**config.mk**
```make
export PLATFORM = sky130hd
export DESIGN_NAME = power_select_encoder
export DESIGN_NICKNAME = d
export VERILOG_FILES = /design/src/rtl/power_select_encoder.sv
export SDC_FILE = /design/constraint.sdc
export NUM_CORES = 1
export LEC_CHECK = 0
export ABC_AREA = 1
export ABC_CLOCK_PERIOD_IN_PS = 3300
export BUFFER_PORTS_ARGS = -buffer_cell sky130_fd_sc_hd__buf_2
export CORE_MARGIN = 2
export CORE_UTILIZATION = 35
export CTS_CLUSTER_DIAMETER = 40
export CTS_CLUSTER_SIZE = 24
export DETAILED_ROUTE_END_ITERATION = 10
export PLACE_DENSITY = 0.5
export SYNTH_ARGS = -nofsm -noshare
export SYNTH_HDL_FRONTEND = slang
export SYNTH_SLANG_ARGS = --single-unit
```
**constraint.sdc**
```tcl
create_clock -name clk -period 3.3 [get_ports clk]
set_input_delay 0.33 -clock clk [delete_from_list [all_inputs] [get_ports clk]]
set_output_delay 0.33 -clock clk [all_outputs]
set_load 0.01 [all_outputs]
```
**src/rtl/power_select_encoder.sv**
```systemverilog
// Power selection encoder for a two-player game.
// Five raw active-low pushbuttons are synchronized and debounced; accepted
// presses step each player's power, lock it in, or clear the round. The
// 4-bit state output feeds the 7-segment power display decoder.
module power_select_encoder #(
  parameter int unsigned DEBOUNCE_CYCLES = 500000
) (
  input  logic       clk,
  input  logic       rst_n,
  input  logic       key_sel_r_n,
  input  logic       key_lock_r_n,
  input  logic       key_sel_l_n,
  input  logic       key_lock_l_n,
  input  logic       key_clear_n,
  output logic [3:0] state,
  output logic [1:0] sel_r,
  output logic [1:0] sel_l,
  output logic       locked_r,
  output logic       locked_l,
  output logic       both_locked
);

  localparam int unsigned CW      = 20;
  localparam int unsigned NKEYS   = 5;
  localparam int unsigned K_SEL_R  = 0;
  localparam int unsigned K_LOCK_R = 1;
  localparam int unsigned K_SEL_L  = 2;
  localparam int unsigned K_LOCK_L = 3;
  localparam int unsigned K_CLEAR  = 4;
  localparam logic [CW-1:0] CNT_LAST = CW'(DEBOUNCE_CYCLES - 1);

  logic [NKEYS-1:0] raw_n;
  logic [NKEYS-1:0] sync1;
  logic [NKEYS-1:0] sync2;
  logic [NKEYS-1:0] level;
  logic [NKEYS-1:0] level_d;
  logic [NKEYS-1:0] press;
  logic [CW-1:0]    cnt [NKEYS];

  logic       pending;
  logic [3:0] state_nx;
  logic [1:0] sel_r_nx;
  logic [1:0] sel_l_nx;
  logic       locked_r_nx;
  logic       locked_l_nx;
  logic       pending_nx;
  logic       both_nx;

  assign raw_n = {key_clear_n, key_lock_l_n, key_sel_l_n, key_lock_r_n, key_sel_r_n};

  // Power cycles 1 -> 2 -> 3 -> 1; 0 is only reachable by clear/reset.
  function automatic logic [1:0] next_power(input logic [1:0] v);
    return (v == 2'd3) ? 2'd1 : v + 2'd1;
  endfunction

  function automatic logic [3:0] code_right(input logic [1:0] v);
    return 4'd3 + {2'b00, v};
  endfunction

  function automatic logic [3:0] code_left(input logic [1:0] v);
    return 4'd6 + {2'b00, v};
  endfunction

  // Synchronize, debounce and edge-detect all five keys.
  always_ff @(posedge clk or negedge rst_n) begin
    if (!rst_n) begin
      sync1   <= '1;
      sync2   <= '1;
      level   <= '1;
      level_d <= '1;
      press   <= '0;
      for (int unsigned i = 0; i < NKEYS; i++) begin
        cnt[i] <= '0;
      end
    end else begin
      sync1   <= raw_n;
      sync2   <= sync1;
      level_d <= level;
      // one-cycle pulse the cycle after the accepted level falls
      press   <= level_d & ~level;
      for (int unsigned i = 0; i < NKEYS; i++) begin
        if (sync2[i] != level[i]) begin
          if (cnt[i] == CNT_LAST) begin
            level[i] <= sync2[i];
            cnt[i]   <= '0;
          end else begin
            cnt[i] <= cnt[i] + 1'b1;
          end
        end else begin
          cnt[i] <= '0;
        end
      end
    end
  end

  // Resolve this cycle's press events into next selection/lock/display values.
  always_comb begin
    state_nx    = state;
    sel_r_nx    = sel_r;
    sel_l_nx    = sel_l;
    locked_r_nx = locked_r;
    locked_l_nx = locked_l;
    pending_nx  = pending;
    if (press[K_CLEAR]) begin
      state_nx    = 4'b0000;
      sel_r_nx    = 2'd0;
      sel_l_nx    = 2'd0;
      locked_r_nx = 1'b0;
      locked_l_nx = 1'b0;
      pending_nx  = 1'b0;
    end else begin
      if (press[K_SEL_R] && !locked_r) begin
        sel_r_nx = next_power(sel_r);
        state_nx = code_right(sel_r_nx);
      end
      // lock judged against the selection as updated this same edge
      if (press[K_LOCK_R] && !locked_r && (sel_r_nx != 2'd0)) begin
        locked_r_nx = 1'b1;
      end
      // a left update deferred by a right collision takes the display now;
      // any fresh left sel arriving meanwhile is dropped
      if (pending) begin
        pending_nx = 1'b0;
        if (!locked_l) begin
          sel_l_nx = next_power(sel_l);
          state_nx = code_left(sel_l_nx);
        end
      end else if (press[K_SEL_L]) begin
        if (press[K_SEL_R]) begin
          pending_nx = 1'b1;
        end else if (!locked_l) begin
          sel_l_nx = next_power(sel_l);
          state_nx = code_left(sel_l_nx);
        end
      end
      if (press[K_LOCK_L] && !locked_l && (sel_l_nx != 2'd0)) begin
        locked_l_nx = 1'b1;
      end
    end
    both_nx = locked_r_nx & locked_l_nx;
  end

  // Register all player-visible outputs.
  always_ff @(posedge clk or negedge rst_n) begin
    if (!rst_n) begin
      state       <= 4'b0000;
      sel_r       <= 2'd0;
      sel_l       <= 2'd0;
      locked_r    <= 1'b0;
      locked_l    <= 1'b0;
      both_locked <= 1'b0;
      pending     <= 1'b0;
    end else begin
      state       <= state_nx;
      sel_r       <= sel_r_nx;
      sel_l       <= sel_l_nx;
      locked_r    <= locked_r_nx;
      locked_l    <= locked_l_nx;
      both_locked <= both_nx;
      pending     <= pending_nx;
    end
  end

endmodule

```
# After elaboration in Yosys (flattened, before gate mapping)

Cells that the tools add are included.
W data, S select, Z words.

Flip-flop bits (word level): 137
Output and inout port bits: 11
Logic and storage cells: 94

Add/subtract/negate cells: 9
Eq/ne operators: 12
Multiplexer cells: 35
Bitwise gates (word level): 3
Reduce and logical (&&, ||, !) cells: 14

Operators with widths:

| cell                    | count |
|---|---|
| $mux W20                | 10 |
| $add A20 B1 Y20 const B | 5 |
| $eq A20 B19 Y1 const B  | 5 |
| $mux W4                 | 6 |
| $mux W2                 | 11 |
| $reduce_and A2 Y1       | 5 |
| $mux W1                 | 8 |
| $and A5 B5 Y5           | 1 |
| $logic_and A1 B1 Y1     | 5 |
| $ne A1 B1 Y1            | 5 |
| $not A5 Y5              | 1 |
| $add A2 B1 Y2 const B   | 2 |
| $add A3 B2 Y4 const A   | 1 |
| $eq A2 B2 Y1 const B    | 2 |
| $reduce_bool A2 Y1      | 2 |
| $add A2 B2 Y3 const A   | 1 |
| $logic_not A1 Y1        | 2 |
| $and A1 B1 Y1           | 1 |

# Depth between registers and ports, before layout

Gate-level depths: netlist of run 1.

Depth in word-level cells: 12
Gate-level depth with buffers: 10
Gate-level depth less buffers: 10

# Worst setup path after synthesis of run 1

Ideal clock, no wire load.

Path type: register to register
Start point: register cnt[20] (netlist bit)
End point: register cnt[34] (netlist bit)
Library setup time: 0.117 ns
Data arrival time: 1.234 ns
Data required time: 3.183 ns
Setup slack: 1.949 ns
Cell stages (with the launch flop): 9
Path buffers: 0
Clock period less this slack: 1.351 ns
Cell sequence: dfrtp_1 -> ha_1 -> nand2_1 -> nor2_4 -> nand3_1 -> nor3_1 -> nand2_1 -> nand2_1 -> nor2_1

Cells in the longest elaborated chain, start to end: 3
Elaborated cells on any way between the ends: 4

Ends and longest elaborated chain:

| what                                                     | line   | text |
|---|---|---|
| from (decl)                                              | 38     | `logic [CW-1:0] cnt [NKEYS];` |
| from (signal, indexed assignment)                        | 87     | `cnt[i] <= cnt[i] + 1'b1;` |
| $add A20 B1 Y20 / $eq A20 B19 Y1 (equally long branches) | 87, 83 |  |
| $mux W20 *                                               | 83     | `if (cnt[i] == CNT_LAST) begin` |
| $mux W20 *                                               | 82     | `if (sync2[i] != level[i]) begin` |

Every way passes the cells marked *; elsewhere a longest branch is shown, timed or not.
A chain may end at the register's enable or synchronous reset.

# Worst setup path after layout of run 1

Start point: register cnt[60] (netlist bit)
End point: register cnt[68] (netlist bit)

The elaborated chain is that of the path after synthesis.

==> impl_metrics.toml, run 1 <==
[min_path]
whs_path_depth = 1
min_from = "key_sel_l_n"
worst_hold_path_type = "input pin to flop"

[yosys]
ys_ff_latch = 137
synthCells = 902
synth_area_um2 = 7120
ys_warn_count = 0
synth_top_area_share_pct = 41.1
synth_nets = 917
synth_seq_area_share_pct = 48.5
yosysTopAreaCell = "dfrtp_1"
synth_top_cells_by_area = "dfrtp_1 (41%), nor2_1 (9.1%), nand2_1 (8.4%), dfstp_2 (7.4%), inv_1 (7.0%)"
syn_avg_cell_area_um2 = 7.89
synth_cell_types = 29

[floorplan]
dieArea_um2 = 21500
rows = 52
die_x_um = 147
die_h_um = 147
core_um2 = 20100
pin_count = 18
start_util_pct = 35.4

[clocking]
clockRootBuffer = "clkbuf_16"
post-cts-setup-buffers = 0
cts_made_buffers = 17
cts_tree = "done"
h-tree-depth = 4
clock_sinks = 137
clk_path_buf_depth = 2
cts.clk_slew.worst_paths_ns = 0.06
worstSkewPairLatency_ns = 0.41
cts_resized = 0

[cells_and_area]
layout_common_cells = "nor2_1 (173), nand2_1 (159), inv_1 (133)"
drive_above_1_share_pct = 11.8
final_common_cell = "nor2_1"
syn_to_final_growth_pct = 15.8
final_cells = 1223
antennaDiodeCount = 0
nets = 955

[outcome]
status = "completed"

[sta]
finalClockSkew_ns = 0.00639
period_share_pct = 49.2
hold_viol_final = 0
period_minus_slack_ns = 1.62
setup_slack_ns = 1.68
setup_tns_ns = 0
fmax_mhz = 616
finalSetupViolCount = 0
drv_slew = 0
slew_headroom_pct = 57.3
worst_pin_slew_ns = 0.640
rsz0062_at_grt = "no"

[power]
power_mw = 3.90
power.density_nw_per_um2 = 474
clock_power_share_pct = 53.4
swShare_pct = 19.7
comb_power_share_pct = 2.5
power.switching_mw = 0.771
intPower_mw = 3.13
ir_worst_vdd_v = 0.000276
leakagePower_nw = 3.51
sequentialPowerShare_pct = 44.1

[placed_design]
portBuffers = 17
dp.cells = 1188
dp_hpwl_um = 11000
place_congestion = 0.846
pre_cts_slack_ns = 1.67

[drt]
route.layer.met1.wl_um = 7820
dr_wl_met2_um = 6810
top_layer_used = "met4"
drtIter0Drc = 302
via_count = 5625
drt-total-wl_um = 15200
wl_met3_um = 268
dr.pass1.iters = 4
drcViolationCount = 0
ant_nets = 0
via_per_inst = 4.60
route.detailed.wl_per_inst_um = 12.4

[setup_path]
end_kind = "flop"
cp_common_cell = "nand2_1"
required_ns = 3.59
worstSetupStartpoint = "cnt[60]"
slowest_delay_ns = 0.36
cp-start-kind = "flop"
r2r_cells = 6
worstSetupPathType = "flop to flop"
path_cells = "ha_1, nand2_1, nor2_1, nand3_1, nand2_1, nor3_1"
crit-reg2reg-launch = "cnt[60]"
cpMaxStageDelayCell = "dfrtp_1"
critPathArrivalTime_ns = 1.91
critical_path.max_fanout = 7

[global_routing]
gr-usage-all-layers_pct = 15.1
antenna_found_initial = 0
grt_pass1_wl_um = 26500
grt-ovfl-total = 0
grt_pass1_vias = 5432
grt_start_max_net_pins = 69

[run]
cap_violations = 0
stage by stage:
stage          utilization, %  instance area (um^2)  hold WS [ns]
5_1_grt                  41.0                  8240       0.00593
2_1_floorplan               -                  7120        0.0344
6_report                 41.0                  8240        0.0223
3_5_place_dp             37.6                  7560         0.348
3_3_place_gp             37.6                  7560         0.346
4_1_cts                  40.9                  8230       0.00244
state kept, by name, summed over array words and instances, names as in the netlist, 2 cells and up:
signal   flops
sync2        5
sel_l        2
sel_r        2
level        5
state        4
cnt        100
level_d      5
sync1        5
press        5
synthesized netlist by cell type:
cell and instances:
a211oi_1 1, a21oi_1 23, a31oi_1 4, buf_2 1, clkbuf_1 2, dfrtp_1 117
dfstp_2 20, ha_1 8, inv_1 133, inv_2 6, nand2_1 159, nand2_2 12
nand3_1 69, nand3_2 1, nand3b_1 3, nand4_1 38, nor2_1 173, nor2_2 13
nor2_4 7, nor3_1 36, nor3_2 4, nor3_4 1, nor3b_1 7, o21ai_0 14
o21ai_1 2, o21ai_2 1, o21bai_1 4, xnor2_1 2, xor2_1 41
path summary, 6_finish.rpt:
kind / endpoint / slack, ns
setup / recovery: cnt[68] / 1.68
hold / removal: sync1[2] / 0.02
setup reg to reg: cnt[68] / 1.68
hold reg to reg: sync2[1] / 0.36
max in group asynchronous: sync2[1] / 2.01
min in group asynchronous: cnt[11] / 0.48
final cells by class:
| class | count | area [um^2] |
|---|---|---|
| multi-input combinational | 623 | 3130 |
| tap | 270 | 338 |
| sequential | 137 | 3450 |
| clock buffer | 24 | 482 |
| fill | 2045 | 11900 |
| timing repair buffer | 22 | 149 |
| inverter | 139 | 522 |
| clock inverter | 8 | 168 |
routing by layer:
| layer | global-route usage, % | up-vias |
|---|---|---|
| met5 | 0 | - |
| met4 | 6.12 | 0 |
| met3 | 2.44 | 20 |
| met2 | 22.5 | 54 |
| met1 | 21.9 | 2616 |
| li1 | - | 2935 |
repair_timing:
action / CTS / global route
setup endpoints to repair: 0 / 0
endpoints found under the hold margin: 59 / 1
hold buffers: 2 / 1
critical path: cells and delay by family (launching register included):
family                   cells  cell delay (ns)
AND/OR/NAND/NOR              5             0.95
adder cells (fa/ha/maj)      1             0.20
flip-flops                   1             0.36
kinds of logic after synthesis:
group / Yosys count / synth area share [%]
AO/OA/AOI/OAI: 49 / 3.74
XOR/XNOR: 43 / 5.29
flip-flops: 137 / 48.5
AND/OR/NAND/NOR: 523 / 33.5
buffers and inverters: 142 / 7.51
adder cells (fa/ha/maj): 8 / 1.41
power by group through the flow:
stage,Sequential (mW),Combinational [mW],Clock (mW)
2_1_floorplan,1.75,0.0441,0
3_3_place_gp,1.75,0.103,0
3_5_place_dp,1.75,0.101,0
4_1_cts,1.72,0.104,2.14
5_1_grt,1.72,0.118,2.21
6_report,1.72,0.0985,2.08
Power figures use the tool's default switching activity.
==> run 2, diff against run 1 <==
- ABC_AREA: 1 -> 0
- ABC_CLOCK_PERIOD_IN_PS: 3300 -> 1600
- clock period: 3.3 -> 1.6 ns (I/O delays scaled with it)
==> run 2 against run 1 <==
Compared with the run above:
- the run now ends with negative setup slack left
- count of clock-buffer cells in the layout shrank 3
- critical path depth shrank 2
- first-iteration DRC count shrank 21%
- die area shrank 10%
- final area grew 12%
- clock power grew 94%
- clock skew grew 0.0013 ns
- cell count shrank 15%
- non-clock buffer count grew 152
- critical endpoint is now cnt[57]
==> impl_metrics.toml, run 2 <==
[global_routing]
gr-usage-all-layers_pct = 15.5
grt_pass1_wl_um = 24600
grt_start_max_net_pins = 48
antenna_found_initial = 0
grt-ovfl-total = 0
grt_pass1_vias = 5286

[setup_path]
slowest_delay_ns = 0.60
worstSetupPathType = "flop to flop"
r2r_slack_ns = -0.15
r2r_cells = 4
required_ns = 1.95
path_cells = "nand3_1, or4_4, or4_4, a21oi_2"
crit-reg2reg-launch = "cnt[40]"
cp_common_cell = "or4_4"
cpMaxStageDelayCell = "or4_4"
critical_path.max_fanout = 7
timing.rr.end = "cnt[57]"
end_kind = "flop"
critPathArrivalTime_ns = 2.10
cp-start-kind = "flop"

[drt]
route.detailed.wl_per_inst_um = 14.2
drcViolationCount = 0
drtIter0Drc = 239
via_per_inst = 5.04
dr.pass1.iters = 4
drt-total-wl_um = 14800
ant_nets = 0
via_count = 5261

[yosys]
ys_async_sr_fraction_pct = 100
synth_top_cells_by_area = "dfrtp_1 (46%), dfstp_2 (8.3%), xnor2_1 (5.4%), nor2_1 (5.0%), xor2_1 (3.4%)"
yosysTopAreaCell = "dfrtp_1"
synth_seq_area_share_pct = 54.3
synth_most_common_cell = "dfrtp_1"
syn_avg_cell_area_um2 = 10.2
synthCells = 626
synth_flop_cell = "dfrtp_1"
synth_top_area_share_pct = 46.0
synth-edff-count = 0
ys_ff_latch = 137
synth_nets = 641
synth_area_um2 = 6360
ys_top_cells_by_count = "dfrtp_1 (117), nor2_1 (84), nand2_1 (42), xnor2_1 (39), a21oi_1 (34)"
synth_cell_types = 44
ys_warn_count = 0

[clocking]
cts_made_buffers = 17
clockRootBuffer = "clkbuf_16"
cts.clk_slew.worst_paths_ns = 0.06
worstSkewPairLatency_ns = 0.42
clock_sinks = 137
h-tree-depth = 4
cts_tree = "done"
clk_path_buf_depth = 2

[power]
power.density_nw_per_um2 = 868
ir_worst_vdd_v = 0.000607
leakagePower_nw = 3.88
power_mw = 7.99

[sta]
hold_viol_final = 0
period_minus_slack_ns = 1.75
worst_pin_slew_ns = 0.576
finalClockSkew_ns = 0.00773
timing.hold.ws_ns = 0.237
rsz0062_at_grt = "yes"
fmax_mhz = 571
slew_headroom_pct = 61.6
period_share_pct = 110
setup_slack_ns = -0.152
drv_slew = 0
finalSetupViolCount = 61

[floorplan]
start_util_pct = 35.5
die_x_um = 139
pin_count = 18
dieArea_um2 = 19300
die_h_um = 139
rows = 49
core_um2 = 17900

[cells_and_area]
regMostFlops = "cnt"
antennaDiodeCount = 0
regArea_um2 = 3460
num-fill-cells = 1587
largest_register_ff_count = 100
layout_common_cells = "buf_4 (131), dfrtp_1 (114), nor2_1 (52)"
final_common_cell = "buf_4"
post-route-util_pct = 51.4
drive_above_1_share_pct = 42.9
final_cells = 1043
nets = 816
syn_to_final_growth_pct = 44.8
multi_input_area_um2 = 3390

[placed_design]
portBuffers = 17
dp.cells = 975
place_congestion = 0.800
dp_hpwl_um = 9570

[min_path]
worst_hold_path_type = "input pin to asynchronous set/reset pin"

[outcome]
violations = "negative setup slack"
status = "finished, violations left"

[run]
cap_violations = 0
## run 2: changes by cell type in the layout (fill, tap and decap cells not counted), sizes merged, moves of 20 or more
cell / previous run / this run
nand2: 171 / 42
buf: 19 / 167
nand3: 70 / 33
nor2: 193 / 84
or3: 0 / 20
nor3: 41 / 20
xnor2: 2 / 39
inv: 139 / 17
## run 2: cell type report
| class | count | share of cell area (%) |
|---|---|---|
| tap | 229 | 3.11 |
| timing repair buffer | 174 | 15.1 |
| multi-input combinational | 454 | 36.9 |
| clock buffer | 21 | 5.11 |
| clock inverter | 11 | 1.58 |
| sequential | 137 | 37.6 |
| inverter | 17 | 0.693 |
## run 2: how the worst max path moves through the flow
stage,startpoint,end,slack (ns)
floorplan,cnt[40],cnt[58],-0.25
global placement,cnt[41],cnt[58],-0.20
detailed placement,cnt[41],cnt[58],-0.24
CTS,cnt[40],cnt[58],-0.16
global route,cnt[40],cnt[57],-0.22
finish,cnt[40],cnt[57],-0.15
## run 2: kinds of logic (layout without fill, tap and decap cells)
| group | Yosys count | after routing | synth area share, % |
|---|---|---|---|
| compound gates | 77 | 77 | 7.36 |
| buf+inv | 35 | 223 | 2.16 |
| flops | 137 | 137 | 54.3 |
| xor+xnor | 64 | 64 | 8.82 |
| fa+ha+maj | 8 | 8 | 1.57 |
| simple gates | 294 | 294 | 23.9 |
| mux | 11 | 11 | 1.87 |
## run 2: layer usage
metal  wire [um]  GRT usage (%)  up-vias  share of wire [%]
met3         351           3.76       16                2.4
met5           0              0        -                  0
met1        6910           20.1     2628                 47
met4         232           5.90        0                1.6
li1            -              -     2572                  -
met2        7280           25.1       45                 49
## run 2: power breakdown
part           total (mW)  internal (mW)  switching (mW)  leakage [nW]
combinational       0.391          0.175           0.216          1.76
sequential           3.56           3.52          0.0369          1.83
clock                4.04           2.57            1.47         0.295
total                7.99           6.27            1.72          3.88
## run 2: through the flow
| stage | cell area (um^2) | setup WS (ns) | setup TNS (ns) |
|---|---|---|---|
| after floorplan | 6510 | -0.251 | -4.68 |
| after global placement | 7710 | -0.199 | -3.37 |
| after detailed placement | 7710 | -0.237 | -4.89 |
| after CTS | 8680 | -0.158 | -2.48 |
| after global routing | 9210 | -0.217 | -9.91 |
| final | 9210 | -0.152 | -3.58 |
## run 2: what timing repair did
item,CTS,global route
hold buffers,6,0
pin swaps,29,43
endpoints found under the hold margin,42,0
gates cloned,1,3
resized for setup,52,97
setup buffers,12,14
setup endpoints to repair,60,98
## run 2: worst max-delay path, delay by kind of cell, from the launching register on
family,cells,cell delay (ns)
AO/OA/AOI/OAI,1,0.13
flip-flops,1,0.40
AND/OR/NAND/NOR,3,1.15
